$ cat src/rtl/fetch_sequencer.sv
// PC sequencing control: arbitrates sequential fetch, jump/branch redirects,
// hazard stalls and halt/resume. All outputs are registered.
module fetch_sequencer #(
  parameter int FLUSH_CYCLES = 2
) (
  input  logic       clk,
  input  logic       rst,
  input  logic       stall_in,
  input  logic       jump_req,
  input  logic [7:0] jump_target,
  input  logic       br_req,
  input  logic       br_taken,
  input  logic [7:0] br_offset,
  input  logic       halt_req,
  input  logic       resume,
  output logic       pc_en,
  output logic       nia,
  output logic       branch,
  output logic [7:0] imj,
  output logic [7:0] imi,
  output logic       hold_if,
  output logic       flush_id,
  output logic [1:0] state,
  output logic [7:0] redirect_cnt
);

  typedef enum logic [1:0] {RUN = 2'd0, STALL = 2'd1, FLUSH = 2'd2, HALTED = 2'd3} st_t;

  st_t        st_q, st_d;
  logic [3:0] fcnt_q, fcnt_d;
  logic       pc_en_d, nia_d, branch_d, hold_d, flush_d;
  logic [7:0] imj_d, imi_d, cnt_d;
  logic       redirect;

  assign redirect = jump_req | (br_req & br_taken);
  assign state    = st_q;

  always_comb begin
    st_d     = st_q;
    fcnt_d   = fcnt_q;
    pc_en_d  = 1'b0;
    nia_d    = 1'b1;
    branch_d = 1'b0;
    imj_d    = 8'd0;
    imi_d    = 8'd0;
    hold_d   = 1'b0;
    flush_d  = 1'b0;
    cnt_d    = redirect_cnt;
    case (st_q)
      RUN, STALL: begin
        if (halt_req) begin
          st_d   = HALTED;
          hold_d = 1'b1;
        end else if (redirect) begin
          // redirect wins over a pending stall; jump wins over branch
          st_d    = FLUSH;
          fcnt_d  = 4'(FLUSH_CYCLES);
          pc_en_d = 1'b1;
          flush_d = 1'b1;
          cnt_d   = (redirect_cnt == 8'hFF) ? 8'hFF : redirect_cnt + 8'd1;
          if (jump_req) begin
            nia_d = 1'b0;
            imj_d = jump_target;
          end else begin
            branch_d = 1'b1;
            imi_d    = br_offset;
          end
        end else if (stall_in) begin
          st_d   = STALL;
          hold_d = 1'b1;
        end else begin
          st_d    = RUN;
          pc_en_d = 1'b1;
        end
      end
      FLUSH: begin
        if (halt_req) begin
          st_d   = HALTED;
          fcnt_d = 4'd0;
          hold_d = 1'b1;
        end else if (fcnt_q <= 4'd1) begin
          st_d    = RUN;
          fcnt_d  = 4'd0;
          pc_en_d = 1'b1;
        end else begin
          fcnt_d  = fcnt_q - 4'd1;
          pc_en_d = 1'b1;
          flush_d = 1'b1;
        end
      end
      HALTED: begin
        if (resume && !halt_req) begin
          st_d    = RUN;
          pc_en_d = 1'b1;
        end else begin
          hold_d = 1'b1;
        end
      end
      default: st_d = RUN;
    endcase
  end

  always_ff @(posedge clk) begin
    if (!rst) begin
      st_q         <= RUN;
      fcnt_q       <= 4'd0;
      pc_en        <= 1'b0;
      nia          <= 1'b1;
      branch       <= 1'b0;
      imj          <= 8'd0;
      imi          <= 8'd0;
      hold_if      <= 1'b0;
      flush_id     <= 1'b0;
      redirect_cnt <= 8'd0;
    end else begin
      st_q         <= st_d;
      fcnt_q       <= fcnt_d;
      pc_en        <= pc_en_d;
      nia          <= nia_d;
      branch       <= branch_d;
      imj          <= imj_d;
      imi          <= imi_d;
      hold_if      <= hold_d;
      flush_id     <= flush_d;
      redirect_cnt <= cnt_d;
    end
  end

endmodule

$ cat config.mk
export PLATFORM = sky130hd
export DESIGN_NAME = fetch_sequencer
export DESIGN_NICKNAME = d
export VERILOG_FILES = /design/src/rtl/fetch_sequencer.sv
export SDC_FILE = /design/constraint.sdc
export NUM_CORES = 1
export LEC_CHECK = 0
export ABC_AREA = 0
export CORE_MARGIN = 2
export CORE_UTILIZATION = 43
export DETAILED_ROUTE_END_ITERATION = 8
export GPL_ROUTABILITY_DRIVEN = 0
export PLACE_DENSITY_LB_ADDON = 0.1
export SLEW_MARGIN = 20
export SYNTH_ARGS = -nofsm -noshare
export SYNTH_HDL_FRONTEND = slang
export SYNTH_SLANG_ARGS = --single-unit
export TNS_END_PERCENT = 50
$ cat constraint.sdc
create_clock -name clk -period 2 [get_ports clk]
set_input_delay 0.6 -clock clk [delete_from_list [all_inputs] [get_ports clk]]
set_output_delay 0.6 -clock clk [all_outputs]
set_load 0.005 [all_outputs]
==> results_dict.tcl <==
set metrics [dict create \
    nNetsFinal 237 \
    core_sq_mm 0.00313 \
    p_sw_uw 331 \
    synth-seq-cells 35 \
    synth-edff-count 0 \
    synth.area.top_cells "dfxtp_1 (49%), and2_1 (7.8%), o311ai_0 (3.0%), inv_1 (2.9%), ha_1 (2.6%)" \
    io_pins 55 \
    crit_family "buffers and inverters" \
    synth.most_common_cell "dfxtp_1" \
    synth_cell_type_count 41 \
    multi_input_area_sq_um 646 \
    h-tree-depth 2 \
    async_flop_share_pct 0 \
    ys_top_cells_by_count "dfxtp_1 (35), and2_1 (18), inv_1 (11)" \
    timing.final.crit_share_pct 95.0 \
    post_cts_buffers 0 \
    final-seq-area_sq_um 704 \
    chipHeight_microns 61.8 \
    ys.warnings.count 0 \
    grtUsageTotal_pct 19.5 \
    ant_nets 0 \
    io_buffer_count 54 \
    combinationalPowerShare_pct 15.1 \
    clockBufferDepth 2 \
    num_antenna_cells 0 \
    power_density_mw_per_mm2 610 \
    dieArea_sq_mm 0.00382 \
    initial_core_util_pct 46.0 \
    numCtsBuffers 5 \
    grt_max_degree 14 \
    fin_skew_ns 0.00942 \
    drc 0 \
    synth_cells 145 \
    synthDominantCellAreaShare_pct 48.7 \
    ys_seq_area_share_pct 48.7 \
    syn_nets 172 \
    vias_per_cell 5.44 \
    placed_area_sq_mm 0.00208 \
    finalHoldViolCount 0 \
    setup_viol_count_final 0 \
    leakage_nw 0.799 \
    cp-end-kind "output port" \
    ff2ff_setup_slack_ns 0.44 \
    p_int_uw 973 \
    required_ns 1.40 \
    postSynth.topFlopCell "dfxtp_1" \
    cts.sink_count 35 \
    netlist_area_sq_mm 0.00144 \
    grt_first_pass_wirelength_microns 5410 \
    hpwlAfterDp_microns 2590 \
    firstDrtPassIters 4 \
    clock_latency_ns 0.33 \
    drive_above_1_share_pct 13.3 \
    yosys.area.top_type "dfxtp_1" \
    p_sw_share_pct 25.4 \
    start_kind "register" \
    totalWireLength_microns 3470 \
    routed-via-count 1386 \
    min_period_ns 1.90 \
    hold_class "register to register" \
    rsz0062_at_grt "false" \
    die_w_microns 61.8 \
    grt_pass1_vias 1278 \
    cts_root_buffer "clkbuf_4" \
    crit_slowest_cell "clkdlybuf4s50_1" \
    clock_power_share_pct 28.5 \
    worst_pin_slew_ns 0.403 \
    cts_resized 1 \
    tritoncts "done" \
    max_slew_margin_pct 73.0 \
    seqPwrFrac_pct 56.4 \
    critical_path_buf_inv_count 1 \
    antenna_found_initial 0 \
    max_stage_delay_ns 0.54 \
    rows 20 \
    clk_pin_slew_ns 0.10 \
    path_cells "clkdlybuf4s50_1" \
    tns_ns 0 \
    nFillCells 254 \
    crit_fanout 6 \
    grt-ovfl-total 0 \
    irDropWorstVdd_mv 0.407 \
    whs_ns 0.540 \
    worstPathArrival_ns 1.30 \
    syn2layout_area_growth_pct 48.7 \
    path_class "register to output port" \
    outcome "completed" \
    stdcell_area_sq_mm 0.00214 \
    cts_hold_buf 0 \
    drtIter0Drc 79 \
    routedWlPerCell_microns 13.6 \
    fmax_ghz 0.526 \
    finalMaxSlewViolations 0 \
    maxCapViolations 0 \
    syn_area_per_cell_sq_um 9.91 \
]
## metrics by stage
stage / utilization, % / instances / total power, mW / worst slack, ns
global route: 68.4 / 255 / 1.38 / 0.00937
detailed placement: 66.5 / 247 / 0.946 / -0.187
CTS: 68.3 / 255 / 1.32 / 0.0225
global placement: 66.5 / 247 / 0.941 / -0.145
finish: 68.4 / 255 / 1.30 / 0.0991
floorplan: - / 145 / 0.830 / 0.279
## tightest hold or removal path: cells and delay by family (launching register included)
family,cells,cell delay (ns)
DFF,1,0.37
AOI/OAI and AO/OA,2,0.14
## metal layers
metal | global-route usage (%) | part of all wire [%]
met1 | 23.3 | 40
met2 | 30.4 | 51
met3 | 7.87 | 8.5
met4 | 9.42 | 0.66
met5 | 0 | 0
## cell type report
cell class / instances / area share, %
inverters: 11 / 1.93
well taps: 44 / 2.57
clock buffers: 6 / 1.93
multi-input cells: 90 / 30.2
clock inverters: 2 / 0.585
flip-flops and latches: 35 / 32.9
repair buffers: 67 / 29.8
## registers in the layout (all words and copies together), names as in the netlist
name	count
imi	8
hold_if	1
imj	8
pc_en	1
redirect_cnt	8
state	2
branch	1
nia	1
flush_id	1
fcnt_q	4
## power by group through the flow
stage                     combinational, mW  clock, mW  sequential (mW)
after floorplan                      0.0804          0            0.749
after global placement                0.191          0            0.750
after detailed placement              0.195          0            0.751
after CTS                             0.196      0.387            0.735
after global routing                  0.215      0.421            0.739
final                                 0.196      0.372            0.736
## placed cells by master (no fill, tap or decap), types with 2 or more instances in the layout
cell type / synthesis / final
nor2b_1: 2 / 2
or4_1: 4 / 4
o221ai_1: 2 / 2
dfxtp_1: 35 / 32
o31ai_1: 3 / 3
a21oi_1: 2 / 2
a221oi_1: 3 / 3
clkbuf_4: 0 / 5
nand3_1: 3 / 3
o211ai_1: 4 / 4
a31oi_1: 5 / 5
buf_4: 0 / 13
ha_1: 3 / 3
nor3b_1: 2 / 2
nand2_1: 4 / 4
dfxtp_2: 0 / 3
and2_1: 18 / 18
o311ai_0: 5 / 5
inv_1: 11 / 11
nor2_1: 7 / 7
nand4_1: 3 / 3
clkdlybuf4s50_1: 0 / 54
o221a_2: 2 / 2
## path summary, 6_finish.rpt
path,startpoint,endpoint,depth (start not counted)
worst max register to register,state[1],redirect_cnt[4],4
worst min-delay path,redirect_cnt[3],redirect_cnt[3],2
worst max-delay path,redirect_cnt[4],redirect_cnt[4],1
worst min register to register,redirect_cnt[3],redirect_cnt[3],2
## kinds of logic after synthesis
logic type / share of synthesized area (%)
buf+inv: 6.35
simple gates: 22.7
flops: 48.7
fa+ha+maj: 2.61
compound gates: 19.6
Note: power is estimated with default switching activity, not from simulation.
